==> config.mk <==
export PLATFORM = sky130hd
export DESIGN_NAME = seq_restoring_divider
export DESIGN_NICKNAME = d
export VERILOG_FILES = /design/src/rtl/seq_restoring_divider.sv
export SDC_FILE = /design/constraint.sdc
export NUM_CORES = 1
export LEC_CHECK = 0
export CAP_MARGIN = 10
export CORE_ASPECT_RATIO = 0.75
export CORE_MARGIN = 2
export CORE_UTILIZATION = 53
export DETAILED_ROUTE_END_ITERATION = 16
export HOLD_SLACK_MARGIN = 0.08
export PLACE_DENSITY = 0.79
export SYNTH_ARGS = -nofsm -noshare
export SYNTH_HDL_FRONTEND = slang
export SYNTH_SLANG_ARGS = --single-unit
==> constraint.sdc <==
create_clock -name clk -period 2.8 [get_ports clk]
set_clock_uncertainty 0.2 [all_clocks]
set_input_delay 0.56 -clock clk [delete_from_list [all_inputs] [get_ports clk]]
set_output_delay 0.56 -clock clk [all_outputs]
set_load 0.01 [all_outputs]
==> src/rtl/seq_restoring_divider.sv <==
// Iterative unsigned restoring divider: one quotient bit per clock,
// start/busy/done handshake, registered results held until the next completion.
module seq_restoring_divider #(
    parameter int WIDTH = 8
) (
    input  logic             clk,
    input  logic             rst_n,
    input  logic             start,
    input  logic [WIDTH-1:0] dividend,
    input  logic [WIDTH-1:0] divisor,
    output logic             busy,
    output logic             done,
    output logic [WIDTH-1:0] quotient,
    output logic [WIDTH-1:0] remainder,
    output logic             div_by_zero
);

    localparam int CW = $clog2(WIDTH + 1);

    localparam logic [1:0] IDLE = 2'd0;
    localparam logic [1:0] RUN  = 2'd1;
    localparam logic [1:0] DONE = 2'd2;
    localparam logic [1:0] ZERO = 2'd3;

    logic [1:0]       state_q,     state_d;
    logic [WIDTH-1:0] rem_q,       rem_d;
    logic [WIDTH-1:0] quo_q,       quo_d;
    logic [WIDTH-1:0] divisor_q,   divisor_d;
    logic [CW-1:0]    cnt_q,       cnt_d;
    logic [WIDTH-1:0] quotient_q,  quotient_d;
    logic [WIDTH-1:0] remainder_q, remainder_d;
    logic             dbz_q,       dbz_d;

    // The partial remainder stays below the divisor between iterations, so only
    // the shifted value needs the extra bit for the trial subtraction.
    logic [WIDTH:0] shifted;
    logic [WIDTH:0] trial;

    assign shifted = {rem_q, quo_q[WIDTH-1]};
    assign trial   = shifted - {1'b0, divisor_q};

    always_comb begin
        state_d     = state_q;
        rem_d       = rem_q;
        quo_d       = quo_q;
        divisor_d   = divisor_q;
        cnt_d       = cnt_q;
        quotient_d  = quotient_q;
        remainder_d = remainder_q;
        dbz_d       = dbz_q;

        case (state_q)
            IDLE: begin
                if (start) begin
                    quo_d     = dividend;
                    rem_d     = '0;
                    divisor_d = divisor;
                    cnt_d     = CW'(WIDTH);
                    state_d   = (divisor != '0) ? RUN : ZERO;
                end
            end
            RUN: begin
                cnt_d = cnt_q - CW'(1);
                if (!trial[WIDTH]) begin
                    rem_d = trial[WIDTH-1:0];
                    quo_d = {quo_q[WIDTH-2:0], 1'b1};
                end else begin
                    rem_d = shifted[WIDTH-1:0];
                    quo_d = {quo_q[WIDTH-2:0], 1'b0};
                end
                if (cnt_q == CW'(1)) begin
                    state_d     = DONE;
                    quotient_d  = quo_d;
                    remainder_d = rem_d;
                    dbz_d       = 1'b0;
                end
            end
            // The work quotient register still holds the captured dividend here.
            ZERO: begin
                quotient_d  = '1;
                remainder_d = quo_q;
                dbz_d       = 1'b1;
                state_d     = DONE;
            end
            DONE: begin
                state_d = IDLE;
            end
            default: begin
                state_d = IDLE;
            end
        endcase
    end

    always_ff @(posedge clk or negedge rst_n) begin
        if (!rst_n) begin
            state_q     <= IDLE;
            rem_q       <= '0;
            quo_q       <= '0;
            divisor_q   <= '0;
            cnt_q       <= '0;
            quotient_q  <= '0;
            remainder_q <= '0;
            dbz_q       <= 1'b0;
        end else begin
            state_q     <= state_d;
            rem_q       <= rem_d;
            quo_q       <= quo_d;
            divisor_q   <= divisor_d;
            cnt_q       <= cnt_d;
            quotient_q  <= quotient_d;
            remainder_q <= remainder_d;
            dbz_q       <= dbz_d;
        end
    end

    assign busy        = (state_q == RUN);
    assign done        = (state_q == DONE);
    assign quotient    = quotient_q;
    assign remainder   = remainder_q;
    assign div_by_zero = dbz_q;

endmodule

==> out/metrics.cfg <==
[run_status]
outcome=finished, final reports clean

[route]
drtAntennaViolNets=0
drc=0
drt_iter0_drc=125
vias_per_cell=5.863
routed_wl_um=5625
drt_first_pass_iters=4
wl_per_cell_um=16.40
via_count=2011

[finish]
nNetsFinal=315
final_cell_mix=dfrtp_1, clkdlybuf4s50_1, nand2_1
fin_cells=343
diodes=0
layout_commonest_cell=dfrtp_1
finish.utilization_pct=68.34
multi_input_area_mm2=0.001152
drive_gt1_share_pct=13.99
fillCellCount=367
regArea_mm2=0.001176
area_delta_synth_final_pct=25.97

[timing]
relSlewSlack_pct=60.57
finalSetupViolations=0
max_clock_freq_ghz=0.3615
fin_ws_ns=0.03413
hold_viol_final=0
finalCritPeriodShare_pct=98.78
final.setup.tns_ns=0
grt_setup_unrepaired=yes
final_max_slew_viol_count=0
period_needed_ns=2.766
tightest_slew_ns=0.5914

[synthesis]
synthFlopType=dfrtp_1
synthMuxAreaShare_pct=2.717
syn-num-nets=268
synth_compound_area_share_pct=21.89
yosys.area_share.xor_xnor_pct=1.463
avgSynthCellArea_um2=10.06
synth-seq-cells=47
seq_area_frac_synth_pct=49.11
netlist_instances=238
synthAdderAreaFrac_pct=6.061
synth_top_family_by_area=compound AO/OA/AOI/OAI gates
syn_area_mm2=0.002395
yosys_warnings=0
synthArstFlopShare_pct=100.0
synth-simple-area-share_pct=14.37
synth_edf_count=0
synth.distinct_cells=44

[floorplanning]
die_x_um=81.62
io_pins=38
die_area_mm2=0.005078
die_y_um=62.22
start_util_pct=54.25
num_rows=21
core-area_mm2=0.004414

[clock_network]
cts_buffers=5
cts.sinks=47
h-tree-depth=2
clkLatencyLatePin_ns=0.29
hold_buffers=0
root_buffer=clkbuf_8
clk_transition_reported_paths_ns=0.08
tritoncts=done
clockBufferDepth=2

[setup_path]
crit_fanout=8
worst_setup_path_start_kind=flop
crit_path_end_kind=flop
r2r_slack_ns=0.03
arrival_ns=2.78
cp.required_ns=2.82
critical_path_class=reg2reg

[pwr]
vdd_drop_max_v=0.0006899
power_density_mw_per_mm2=1305
leakage_nw=1.313

[placement]
io_buffers=37
dpl_worst_slack_ns=0.03591
hpwl_um=4030
placedCellCount=330
gp_congestion=0.8640

[global_routing]
grt_pass1_wl_um=9473
antenna_found_initial=0
grt.overflow.total=0
busiest_layer=met2
grtUsageMet1_pct=35.93
grt_usage_pct=23.99
grt_start_max_net_pins=48
grt_use_met2_pct=36.78
grt_pass1_vias=1952
grtUsageMet3_pct=4.797

[worst_hold_path]
hp-class=in2async

[run]
max_cap_viol_count=0

==> cell usage after synthesis, types with 4 or more instances <==
cell	n	share of area, %
a211oi_1	4	1.3
ha_1	10	5.2
dfrtp_1	47	49
nand3_1	14	2.9
o22a_1	8	2.9
nor2_1	8	1.3
clkbuf_1	9	1.4
o21ai_1	11	2.3
nand2_1	30	4.7
o21ai_0	16	3.3
mux2i_1	5	2.1
a21oi_1	6	1.3
inv_1	11	1.7
xor2_1	4	1.5
a22oi_1	14	4.4
==> power breakdown <==
group          internal (mW)  switching (mW)
clock                  0.176           0.215
combinational           1.14            1.20
sequential             0.978           0.236
total                   2.29            1.65
==> critical path, stage by stage (launching register included) <==
cell and delay [ns]:
dfrtp_1 0.40, inv_2 0.09, ha_4 0.13, inv_2 0.04, fa_2 0.37, a211oi_2 0.26
o211ai_1 0.11, a221o_1 0.41, buf_12 0.15, a311o_1 0.35, o211ai_2 0.17
==> repair_timing <==
item | CTS | global route
endpoints found under the setup margin | 0 | 14
gates resized for setup | 0 | 11
setup buffers | 0 | 5
==> cells by family (layout without fill, tap and decap cells) <==
logic type                 count (synthesis)  in the layout
and+or+nand+nor                           70             70
AOI/OAI and AO/OA                         76             76
xor gates and xnor gates                   4              4
muxes                                      6              6
DFF                                       47             47
buffers and inverters                     24             72
adders and majority gates                 11             11
==> path summary, 6_finish.rpt <==
check,startpoint,to,cells past startpoint
max,quo_q[7]$_DFFE_PN0P_,rem_q[7]$_DFFE_PN0P_,10
min,rst_n,divisor_q[6]$_DFFE_PN0P_,2
max reg2reg,quo_q[7]$_DFFE_PN0P_,rem_q[7]$_DFFE_PN0P_,10
min reg2reg,quotient[6]$_DFFE_PN0P_,quotient[6]$_DFFE_PN0P_,1
max in group asynchronous,rst_n,remainder[0]$_DFFE_PN0P_,2
min in group clk,quotient[6]$_DFFE_PN0P_,quotient[6]$_DFFE_PN0P_,1
==> area by class of cell <==
class | count | area share, %
multi-input combinational | 167 | 38.20
timing repair buffer | 52 | 16.26
sequential | 47 | 38.99
tap | 57 | 2.364
clock buffer | 7 | 2.530
clock inverter | 1 | 0.1659
inverter | 12 | 1.493
==> sequential cells by signal (all words and copies together) (netlist names) <==
name         count
cnt_q            4
div_by_zero      1
divisor_q        8
quo_q            8
quotient         8
rem_q            8
remainder        8
state_q          2
==> metal layers <==
layer  wire length [um]  vias up  share of wire [%]
met5                  0        -                  0
met4                  8        0               0.14
met3                231        2                4.1
met2               2744       43                 49
met1               2641     1008                 47
li1                   -      958                  -
==> per-stage QoR <==
stage,hold slack (ns),total power [mW],cell area [um^2]
floorplan,0.06441,2.616,2395
global placement,0.2792,3.264,2859
detailed placement,0.2964,3.337,2859
CTS,0.1670,3.735,2940
global route,0.2166,4.257,3017
finish,0.1523,3.937,3017
(Power assumes the default switching activity.)
